### config.mk
export PLATFORM = sky130hd
export DESIGN_NAME = uart_cfg_regs
export DESIGN_NICKNAME = d
export VERILOG_FILES = /design/src/rtl/uart_cfg_pkg.sv /design/src/rtl/uart_cfg_regs_err.sv /design/src/rtl/uart_cfg_regs.sv
export SDC_FILE = /design/constraint.sdc
export NUM_CORES = 1
export LEC_CHECK = 0
export BUFFER_PORTS_ARGS = -buffer_cell sky130_fd_sc_hd__buf_4
export CAP_MARGIN = 10
export CORE_ASPECT_RATIO = 0.8
export CORE_MARGIN = 4
export CORE_UTILIZATION = 45
export DETAILED_ROUTE_END_ITERATION = 8
export GPL_ROUTABILITY_DRIVEN = 0
export PLACE_DENSITY = 0.7
export SETUP_SLACK_MARGIN = 0.2
export SLEW_MARGIN = 20
export SYNTH_ARGS = -nofsm -noshare
export SYNTH_HDL_FRONTEND = slang
export SYNTH_HIERARCHICAL = 1
export SYNTH_SLANG_ARGS = --single-unit
### constraint.sdc
create_clock -name clk_i -period 4.1 [get_ports clk_i]
set_input_delay 0.41 -clock clk_i [delete_from_list [all_inputs] [get_ports clk_i]]
set_output_delay 0.41 -clock clk_i [all_outputs]
set_load 0.02 [all_outputs]
### src/rtl/uart_cfg_pkg.sv
// Shared definitions for the uDMA UART cfg register front end: word map,
// SETUP field layout, setup struct and apply-FSM states.
package uart_cfg_pkg;

    localparam logic [2:0] WORD_STATUS = 3'd0;
    localparam logic [2:0] WORD_SETUP  = 3'd1;
    localparam logic [2:0] WORD_ERROR  = 3'd2;
    localparam logic [2:0] WORD_IRQ_EN = 3'd3;

    localparam int SETUP_PARITY_BIT = 0;
    localparam int SETUP_BITS_LSB   = 1;
    localparam int SETUP_STOP_BIT   = 3;
    localparam int SETUP_TXEN_BIT   = 8;
    localparam int SETUP_RXEN_BIT   = 9;
    localparam int SETUP_DIV_LSB    = 16;
    localparam int IRQ_EN_ERR_BIT   = 1;

    typedef struct packed {
        logic [15:0] clkdiv;
        logic        rx_en;
        logic        tx_en;
        logic        stop;
        logic [1:0]  bits;
        logic        parity_en;
    } uart_setup_t;

    typedef enum logic {
        ST_IDLE    = 1'b0,
        ST_PENDING = 1'b1
    } apply_state_e;

    // A zero divisor would stall the baud generator, so it is promoted to 1.
    function automatic uart_setup_t setup_from_word(input logic [31:0] w);
        uart_setup_t s;
        s.clkdiv    = (w[SETUP_DIV_LSB +: 16] == 16'd0) ? 16'd1 : w[SETUP_DIV_LSB +: 16];
        s.rx_en     = w[SETUP_RXEN_BIT];
        s.tx_en     = w[SETUP_TXEN_BIT];
        s.stop      = w[SETUP_STOP_BIT];
        s.bits      = w[SETUP_BITS_LSB +: 2];
        s.parity_en = w[SETUP_PARITY_BIT];
        return s;
    endfunction

    function automatic logic [31:0] setup_to_word(input uart_setup_t s);
        logic [31:0] w;
        w                       = '0;
        w[SETUP_DIV_LSB +: 16]  = s.clkdiv;
        w[SETUP_RXEN_BIT]       = s.rx_en;
        w[SETUP_TXEN_BIT]       = s.tx_en;
        w[SETUP_STOP_BIT]       = s.stop;
        w[SETUP_BITS_LSB +: 2]  = s.bits;
        w[SETUP_PARITY_BIT]     = s.parity_en;
        return w;
    endfunction

endpackage

### src/rtl/uart_cfg_regs_err.sv
// Sticky RX error flags (set beats clear-on-read) and the registered error IRQ.
module uart_err_sticky (
    input  logic       i_clk,
    input  logic       i_rst_n,
    input  logic       i_set_ovf,
    input  logic       i_set_par,
    input  logic       i_clr,
    input  logic       i_irq_en,
    output logic [1:0] o_flags,
    output logic       o_irq
);

    logic [1:0] r_flags;
    logic       r_irq;

    always_ff @(posedge i_clk or negedge i_rst_n) begin
        if (!i_rst_n) begin
            r_flags <= 2'b00;
            r_irq   <= 1'b0;
        end else begin
            r_flags <= (i_clr ? 2'b00 : r_flags) | {i_set_par, i_set_ovf};
            r_irq   <= i_irq_en & (|r_flags);
        end
    end

    assign o_flags = r_flags;
    assign o_irq   = r_irq;

endmodule

### src/rtl/uart_cfg_regs.sv
// UART cfg register front end: bus decode, shadowed line setup applied only
// when both TX and RX cores are idle, and sticky error reporting.
module uart_cfg_regs
    import uart_cfg_pkg::*;
#(
    parameter int          ADDR_W      = 5,
    parameter int          DATA_W      = 32,
    parameter logic [15:0] DEFAULT_DIV = 16'h0010
) (
    input  logic              clk_i,
    input  logic              rstn_i,
    input  logic              cfg_valid_i,
    input  logic              cfg_rwn_i,
    input  logic [ADDR_W-1:0] cfg_addr_i,
    input  logic [DATA_W-1:0] cfg_data_i,
    output logic              cfg_ready_o,
    output logic [DATA_W-1:0] cfg_data_o,
    input  logic              tx_busy_i,
    input  logic              rx_busy_i,
    input  logic              err_overflow_i,
    input  logic              err_parity_i,
    output logic [15:0]       cfg_div_o,
    output logic [1:0]        cfg_bits_o,
    output logic              cfg_parity_en_o,
    output logic              cfg_stop_bits_o,
    output logic              cfg_tx_en_o,
    output logic              cfg_rx_en_o,
    output logic              cfg_update_o,
    output logic              err_irq_o
);

    localparam uart_setup_t SETUP_RST = '{clkdiv: DEFAULT_DIV, rx_en: 1'b0, tx_en: 1'b0,
                                          stop: 1'b0, bits: 2'b11, parity_en: 1'b0};

    logic [2:0]        w_word;
    logic              w_rd;
    logic              w_wr;
    logic              w_setup_wr;
    logic              w_irqen_wr;
    logic              w_err_rd;
    logic              w_apply;
    logic [1:0]        w_err_flags;
    logic [DATA_W-1:0] w_rdata;
    logic [1:0]        w_unused;
    apply_state_e      r_state;
    apply_state_e      w_state_next;
    uart_setup_t       r_shadow;
    uart_setup_t       r_active;
    logic              r_update;
    logic              r_irq_en;
    logic [DATA_W-1:0] r_rdata;

    assign w_word     = cfg_addr_i[4:2];
    assign w_unused   = cfg_addr_i[1:0];
    assign w_rd       = cfg_valid_i &  cfg_rwn_i;
    assign w_wr       = cfg_valid_i & ~cfg_rwn_i;
    assign w_setup_wr = w_wr && (w_word == WORD_SETUP);
    assign w_irqen_wr = w_wr && (w_word == WORD_IRQ_EN);
    assign w_err_rd   = w_rd && (w_word == WORD_ERROR);

    always_ff @(posedge clk_i or negedge rstn_i) begin
        if (!rstn_i) r_state <= ST_IDLE;
        else         r_state <= w_state_next;
    end

    // A write landing on the apply edge keeps us PENDING for the new value.
    always_comb begin
        w_state_next = r_state;
        w_apply      = 1'b0;
        case (r_state)
            ST_IDLE: begin
                if (w_setup_wr) w_state_next = ST_PENDING;
            end
            ST_PENDING: begin
                w_apply = !tx_busy_i && !rx_busy_i;
                if (w_apply && !w_setup_wr) w_state_next = ST_IDLE;
            end
            default: w_state_next = ST_IDLE;
        endcase
    end

    always_ff @(posedge clk_i or negedge rstn_i) begin
        if (!rstn_i) begin
            r_shadow <= SETUP_RST;
            r_active <= SETUP_RST;
            r_update <= 1'b0;
            r_irq_en <= 1'b0;
            r_rdata  <= '0;
        end else begin
            if (w_setup_wr) r_shadow <= setup_from_word(cfg_data_i[31:0]);
            if (w_apply)    r_active <= r_shadow;
            r_update <= w_apply;
            if (w_irqen_wr) r_irq_en <= cfg_data_i[IRQ_EN_ERR_BIT];
            if (w_rd)       r_rdata  <= w_rdata;
        end
    end

    always_comb begin
        w_rdata = '0;
        case (w_word)
            WORD_STATUS: w_rdata[2:0] = {r_state == ST_PENDING, rx_busy_i, tx_busy_i};
            WORD_SETUP:  w_rdata = DATA_W'(setup_to_word(r_shadow));
            WORD_ERROR:  w_rdata[1:0] = w_err_flags;
            WORD_IRQ_EN: w_rdata[IRQ_EN_ERR_BIT] = r_irq_en;
            default:     w_rdata = '0;
        endcase
    end

    uart_err_sticky u_err (
        .i_clk     (clk_i),
        .i_rst_n   (rstn_i),
        .i_set_ovf (err_overflow_i),
        .i_set_par (err_parity_i),
        .i_clr     (w_err_rd),
        .i_irq_en  (r_irq_en),
        .o_flags   (w_err_flags),
        .o_irq     (err_irq_o)
    );

    assign cfg_ready_o     = 1'b1;
    assign cfg_data_o      = r_rdata;
    assign cfg_div_o       = r_active.clkdiv;
    assign cfg_bits_o      = r_active.bits;
    assign cfg_parity_en_o = r_active.parity_en;
    assign cfg_stop_bits_o = r_active.stop;
    assign cfg_tx_en_o     = r_active.tx_en;
    assign cfg_rx_en_o     = r_active.rx_en;
    assign cfg_update_o    = r_update;

endmodule

# --- After elaboration in Yosys (flattened, before gate mapping) ---
# Index checks and enable logic that the tools add are counted.
# Widths: inputs -> output; s select.
classes:
  bitwise: 6
  muxes: 10
  n_reduce_logical: 11
  n_eq_ne: 3
ops:
  columns: ["op", "count"]
  rows:
  - ["$mux 29", 1]
  - ["$logic_not 16->1", 1]
  - ["$mux 16", 1]
  - ["$eq 3x2->1 const B", 2]
  - ["$logic_and 1x1->1", 5]
  - ["$pmux 1 s2", 2]
  - ["$pmux 1 s4", 1]
  - ["$and 1x1->1", 3]
  - ["$eq 3x1->1 const B", 1]
  - ["$logic_not 1->1", 3]
  - ["$logic_not 3->1", 1]
  - ["$mux 1", 3]
  - ["$pmux 1 s3", 1]
  - ["$mux 2", 1]
  - ["$not 1->1", 2]
  - ["$or 2x2->2", 1]
  - ["$reduce_or 2->1", 1]
totals:
  input_bits: 45
  output_inout_bits: 57
  register_bits: 82

# --- Logic depth before layout (Yosys ltp) ---
# Gate-level depths: netlist (run 1).
depth:
  word_depth: 7
  depth_mapped: 5
  mapped_depth_nobuf: 4

# --- Cells and area by module ---
# The synthesis (run 1) kept the hierarchy.
by_module_without_submodules:
  columns: ["mod", "seq_area_each_um2", "n_inst", "area_per_inst_um2", "cells_per_inst"]
  rows:
  - ["uart_cfg_regs", 1734.2, 1, 2887.8, 181]
  - ["uart_err_sticky", 75.1, 1, 101.3, 7]

# --- Worst setup path before layout (run 1) ---
# OpenSTA, ideal clock, no wires.
synth_timing:
  path_kind: "input to register"
  from: "input cfg_addr_i[2]"
  to: "register r_shadow[0] in the netlist's numbering"
  path_buffers: 2
  arrival_ps: 1370
  setup_slack_ps: 2605
  t_required_ps: 3975
  cell_stages: 5
  path_cell_list: "buf_2 nand4bb_4 nor2_8 buf_12 mux2_4"
synth_via:
  elab_chain_len: 2
synth_lines:
  columns: ["element", "line", "rtl"]
  rows:
  - ["start: declaration", "uart_cfg_regs.sv:14", "input logic [ADDR_W-1:0] cfg_addr_i,"]
  - ["$eq 3x1->1", "uart_cfg_regs.sv:57", "assign w_setup_wr = w_wr && (w_word == WORD_SETUP);"]
  - ["$logic_and 1x1->1", "uart_cfg_regs.sv:57", null]
  - ["end signal: assignment", "uart_cfg_regs.sv:90", "if (w_setup_wr) r_shadow <= setup_from_word(cfg_data_i[31:0]);"]
  - ["end: declaration", "uart_cfg_regs.sv:47", "uart_setup_t r_shadow;"]
# No other way between the ends.
# A chain may end at the register's enable or synchronous reset.

# --- Worst setup path after layout (run 1) ---
layout_timing:
  from: "input cfg_addr_i[4]"
  to: "register r_shadow[7] in the netlist's numbering"
# Same word-level chain as after synthesis.

==> results.toml, run 1 <==
[clocking]
clock-sinks = 72
max-clock-path-buffers = 2
path_clk_slew_ns = 0.08
cts_resized = 0
h-tree-depth = 3
clk_latency_ns = 0.34
postCtsSetupRepairBufs = 0
tritoncts = "done"
clockRootBuffer = "clkbuf_8"
cts_inserted_buffers = 9
postCtsHoldBufs = 0

[logic_synthesis]
synthSimpleGateAreaFrac_pct = 4.98
yosys-top-cells-area = "dfrtp_1, mux2_4, mux2_2"
synth_fa_ha_area_share_pct = 0
synth_xor_area_share_pct = 0
synth_ff_type = "dfrtp_1"
async_reset_ff_share_pct = 100
synth_top_area_share_pct = 55.3
synth_top_family_by_area = "multiplexers"
syn_area_um2 = 2990
yosysMostFrequentCell = "dfrtp_1"
ys_warn_count = 6
ys_ff_latch = 72
synth.distinct_cells = 32
synth_edf_count = 0
yosys.area.top_type = "dfrtp_1"
avgSynthCellArea_um2 = 15.9
synth_compound_area_share_pct = 8.12
netlist_instances = 188
ys_seq_area_share_pct = 60.5
synthMuxAreaShare_pct = 20.5
netlist_top_cells_count = "dfrtp_1, mux2_2, a22o_1, mux2_4, buf_4"

[drt]
routed_via_density = 5.11
drtIter0Drc = 84
drc_errors = 0
wl_mm = 6.29
num_vias = 1823
antenna_left = 0
routedWlPerCell_um = 17.6
drt_first_pass_iters = 4

[sta]
rsz0062_at_grt = "no"
hold_viol = 0
skew_ns = 0.00621
fin_crit_ns = 1.48
max_freq_mhz = 674
slew-limit-headroom_pct = 41.0
finalCritPeriodShare_pct = 36.2
fin_setup_tns_ns = 0
drv_slew = 0
worst_slew_pin_slew_ns = 0.885
setup_viol = 0

[final_layout]
fin_nets = 313
layout-drive-gt1-share_pct = 54.6
n_antenna_cell = 0
synthToLayoutAreaGrowth_pct = 27.5
n_fill_cell = 520
fin_area_um2 = 3810

[floorplanning]
die_h_um = 80.9
core_um2 = 6410
rows = 26
io-pin-count = 102
fp.dieArea_um2 = 8020
initial_core_util_pct = 46.6
die_width_um = 99.1

[placement]
placed_area_um2 = 3570
port_buffers = 78
dp_hpwl_mm = 4.19

[power_and_ir_drop]
leakage_nw = 1.87
p_per_area_nw_per_um2 = 560
p_total_w = 0.00213
vdd_drop_max_v = 0.000325

[setup_path]
arrival_ns = 1.72
cp_max_fo = 22
end_kind = "flip-flop"
cp-start-kind = "primary input"
cp.required_ns = 4.33
path_class = "in2reg"

[outcome]
status = "completed"

[global_route]
gr-total-overflow = 0
antenna_found_initial = 0
grt_pass1_vias = 1824
grt_pass1_wl_mm = 10.0
grt_max_degree = 73
grt_usage_pct = 16.8

[job]
drv_cap = 0

[worst_hold_path]
hp-class = "in2async"
## metal layers
layer | routed length, um | global-route usage [%] | share of wire [%] | vias up
li1 | - | - | - | 833
met3 | 461 | 7.73 | 7.3 | 4
met5 | 0 | 0 | 0 | -
met1 | 2910 | 22.2 | 46 | 925
met4 | 68 | 5.32 | 1.1 | 0
met2 | 2850 | 24.7 | 45 | 61
## worst paths after layout
kind / startpoint / end / slack, ns / cells after the start
max in group asynchronous: rstn_i / r_shadow[11] / 3.34 / 1
setup / recovery: cfg_addr_i[4] / r_shadow[7] / 2.62 / 4
hold reg to reg: cfg_data_o[2] / cfg_data_o[2] / 0.48 / 2
setup reg to reg: r_state / cfg_div_o[5] / 2.69 / 3
hold / removal: rstn_i / cfg_data_o[24] / 0.18 / 1
min in group clk_i: err_parity_i / u_err/o_flags[1] / 0.25 / 2
## logic make-up after synthesis
group                  count (synthesis)
AND/OR/NAND/NOR                       17
flip-flops                            72
multiplexers                          47
AO/OA/AOI/OAI                         29
other                                  2
buffers and inverters                 21
## critical path: stages
cell       delay, ns
buf_4           0.13
nand4bb_4       0.29
nor2_8          0.48
mux2_2          0.40
## flip-flops by register name (all words and copies together) (netlist names), 2 cells and up
name           count
u_err/o_flags      2
cfg_div_o         16
cfg_data_o        22
cfg_bits_o         2
r_shadow          22
## layout make-up
cell class	instances	area (um^2)	share of cell area [%]
Timing Repair Buffer	79	593	15.6
Inverter	2	7.51	0.197
Tap cell	84	105	2.76
Clock buffer	10	128	3.35
Sequential cell	72	1810	47.5
Multi-Input combinational cell	104	1050	27.6
Clock inverter	6	115	3.02
## layout by cell type, fill, tap and decap left out
cell	instances
mux2_2	25
inv_1	2
mux2i_1	2
o41ai_1	1
inv_6	1
nand2_1	1
nor2_8	1
nor2_1	1
o21ai_0	2
nor3b_4	1
nand4bb_4	1
bufinv_16	3
clkbuf_1	1
nor2_4	1
a21o_1	2
nor4_1	4
a2bb2oi_1	1
nor2b_1	1
dfstp_2	6
nand2_2	1
dfrtp_1	66
o2bb2ai_1	1
clkinvlp_4	1
clkbuf_8	9
mux4_1	1
clkinv_4	1
nor3b_1	1
o21a_1	1
mux2_4	19
nor3_1	1
nand4_1	1
nand3_1	1
conb_1	11
nor4b_1	1
a22o_1	21
buf_4	79
## stage by stage
| step | instances | setup WS [ns] | util (%) | hold WS, ns |
|---|---|---|---|---|
| after global placement | 341 | 2.25 | 55.7 | 0.475 |
| after detailed placement | 341 | 2.23 | 55.7 | 0.470 |
| final | 357 | 2.62 | 59.4 | 0.181 |
| after floorplan | 197 | 2.60 | - | 0.114 |
| after global routing | 357 | 2.57 | 59.4 | 0.227 |
| after CTS | 357 | 2.61 | 59.4 | 0.206 |
## where the power goes
| part | total [W] | internal, W | switching, W | leakage (nW) |
|---|---|---|---|---|
| clock | 0.000672 | 0.000407 | 0.000265 | 0.117 |
| sequential | 0.000959 | 0.000867 | 0.0000924 | 0.914 |
| combinational | 0.000503 | 0.000268 | 0.000235 | 0.835 |
(Power assumes the default switching activity.)
==> inputs of run 2 (changes only) <==
--- a/config.mk
+++ b/config.mk
@@ -12,7 +12,7 @@
 export CORE_UTILIZATION = 45
 export DETAILED_ROUTE_END_ITERATION = 8
 export GPL_ROUTABILITY_DRIVEN = 0
-export PLACE_DENSITY = 0.7
+export PLACE_DENSITY = 0.73
 export SETUP_SLACK_MARGIN = 0.2
 export SLEW_MARGIN = 20
 export SYNTH_ARGS = -nofsm -noshare
==> constraint.sdc (replaced) <==
create_clock -name clk_i -period 1.2 [get_ports clk_i]
set_input_delay 0.12 -clock clk_i [delete_from_list [all_inputs] [get_ports clk_i]]
set_output_delay 0.12 -clock clk_i [all_outputs]
set_load 0.02 [all_outputs]
==> run 2 against run 1 <==
Compared with the run above: the flow now finishes with violations (setup timing); sequential power grew to 3.5 times the previous value; final cell count grew 14%; sequential share of layout area shrank 7.5 points; critical path depth is the same; non-clock buffer count grew 50; wire length grew 12%; clock power grew to 3.1 times the previous value; sequential cell count is the same; die area is the same.
==> results.toml, run 2 (synthesis results as in run 1) <==
[drt]
routedWlPerCell_um = 17.3
drc_errors = 0
antenna_left = 0
num_vias = 2001
drtIter0Drc = 72
drt_first_pass_iters = 4
wl_mm = 7.05
routed_via_density = 4.92

[setup_path]
cp_common_cell = "buf_6"
r2r-start = "r_state"
cp_max_fo = 6
crit_chain = "nor3b_4 > buf_6 > buf_6 > mux2_2"
arrival_ns = 1.49
cp-startpoint = "r_state"
cp.required_ns = 1.43
worstPathBufferInverterCount = 2
cp_slowest_stage_delay_ns = 0.35
worst_path_max_delay_cell = "dfrtp_1"
cp-start-kind = "flip-flop"
path_class = "reg2reg"
end_kind = "flip-flop"
critPathTopFamily = "flip-flops"

[placement]
port_buffers = 78
dp_hpwl_mm = 4.51
dpl.cell_count = 354

[final_layout]
register_area_um2 = 1810
n_fill_cell = 438
synthToLayoutAreaGrowth_pct = 51.2
fin_nets = 363
multi_input_comb_area_um2 = 1120
post-route-util_pct = 70.5
fin_cells = 407
n_antenna_cell = 0
layout-drive-gt1-share_pct = 60.1
final_cell_mix = "dfrtp_1, buf_4, buf_6"
layout_commonest_cell = "dfrtp_1"

[floorplanning]
core_um2 = 6410
rows = 26
fp.dieArea_um2 = 8020
initial_core_util_pct = 46.6
io-pin-count = 102
die_width_um = 99.1
die_h_um = 80.9

[clocking]
clockRootBuffer = "clkbuf_8"
tritoncts = "done"
path_clk_slew_ns = 0.08
h-tree-depth = 3
clk_latency_ns = 0.34
max-clock-path-buffers = 2
cts_inserted_buffers = 9
clock-sinks = 72

[sta]
setup_viol = 22
rsz0062_at_grt = "yes"
fin_crit_ns = 1.27
skew_ns = 0.00601
max_freq_mhz = 790
drv_slew = 0
finalCritPeriodShare_pct = 105
fin_setup_tns_ns = -1.11
hold_viol = 0
hold_ws_ns = 0.0146
finalWorstSetupSlack_ns = -0.0651

[worst_hold_path]
hold_start = "cfg_data_i[23]"
hp-class = "in2reg"

[global_route]
use_met2_pct = 28.3
antenna_found_initial = 0
grt_usage_pct = 17.9
grt-busiest-layer = "met2"
grt_pass1_vias = 2123
use_met3_pct = 6.61
gr-total-overflow = 0
grt_max_degree = 43
grt.met1_usage_pct = 23.3
grt_pass1_wl_mm = 11.0

[power_and_ir_drop]
vdd_drop_max_v = 0.00102
p_per_area_nw_per_um2 = 1710
leakage_nw = 2.21

[outcome]
violations = "setup timing"
status = "finished with violations"

[job]
drv_cap = 0
-- run 2: layer usage --
metal	part of all wire, %	up-vias	wire length [um]
li1	-	924	-
met1	44	1010	3090
met2	48	59	3380
met3	7.1	8	501
met4	1.0	0	73
met5	0	-	0
-- run 2: worst paths after layout --
check                      depth (start not counted)  slack [ns]             end
setup reg to reg                                   4       -0.07   cfg_div_o[12]
setup / recovery                                   4       -0.07   cfg_div_o[12]
min in group asynchronous                          3        0.27  cfg_data_o[24]
max in group asynchronous                          3        0.62    r_shadow[10]
hold reg to reg                                    1        0.52     u_err/o_irq
hold / removal                                     2        0.01    r_shadow[13]
-- run 2: power breakdown --
group          switching [W]  leakage [nW]  internal [W]  total [W]
clock network       0.000892         0.112       0.00122    0.00211
registers           0.000388         0.914       0.00297    0.00335
logic               0.000882          1.19       0.00140    0.00228
-- run 2: layout make-up --
| type | count | area share (%) |
|---|---|---|
| clock buffer | 10 | 3.04 |
| clock inverter | 6 | 1.83 |
| inverter | 2 | 0.166 |
| multi-input combinational | 104 | 24.7 |
| sequential | 72 | 40.0 |
| tap | 84 | 2.32 |
| timing repair buffer | 129 | 27.9 |
-- run 2: timing repair --
item,in CTS,in global routing
hold buffers,8,0
resized for setup,48,24
pin swaps,0,0
endpoints found under the hold margin,78,0
endpoints found under the setup margin,67,70
setup buffers,18,9
cloned,0,2
-- run 2: per-stage QoR --
step	setup WS, ns	total power [W]	area, um^2
5_1_grt	-0.134	0.00809	4520
6_report	-0.0651	0.00774	4520
3_3_place_gp	-0.0679	0.00507	3740
2_1_floorplan	-0.0453	0.00430	3050
3_5_place_dp	-0.0781	0.00512	3740
4_1_cts	-0.0621	0.00761	4360
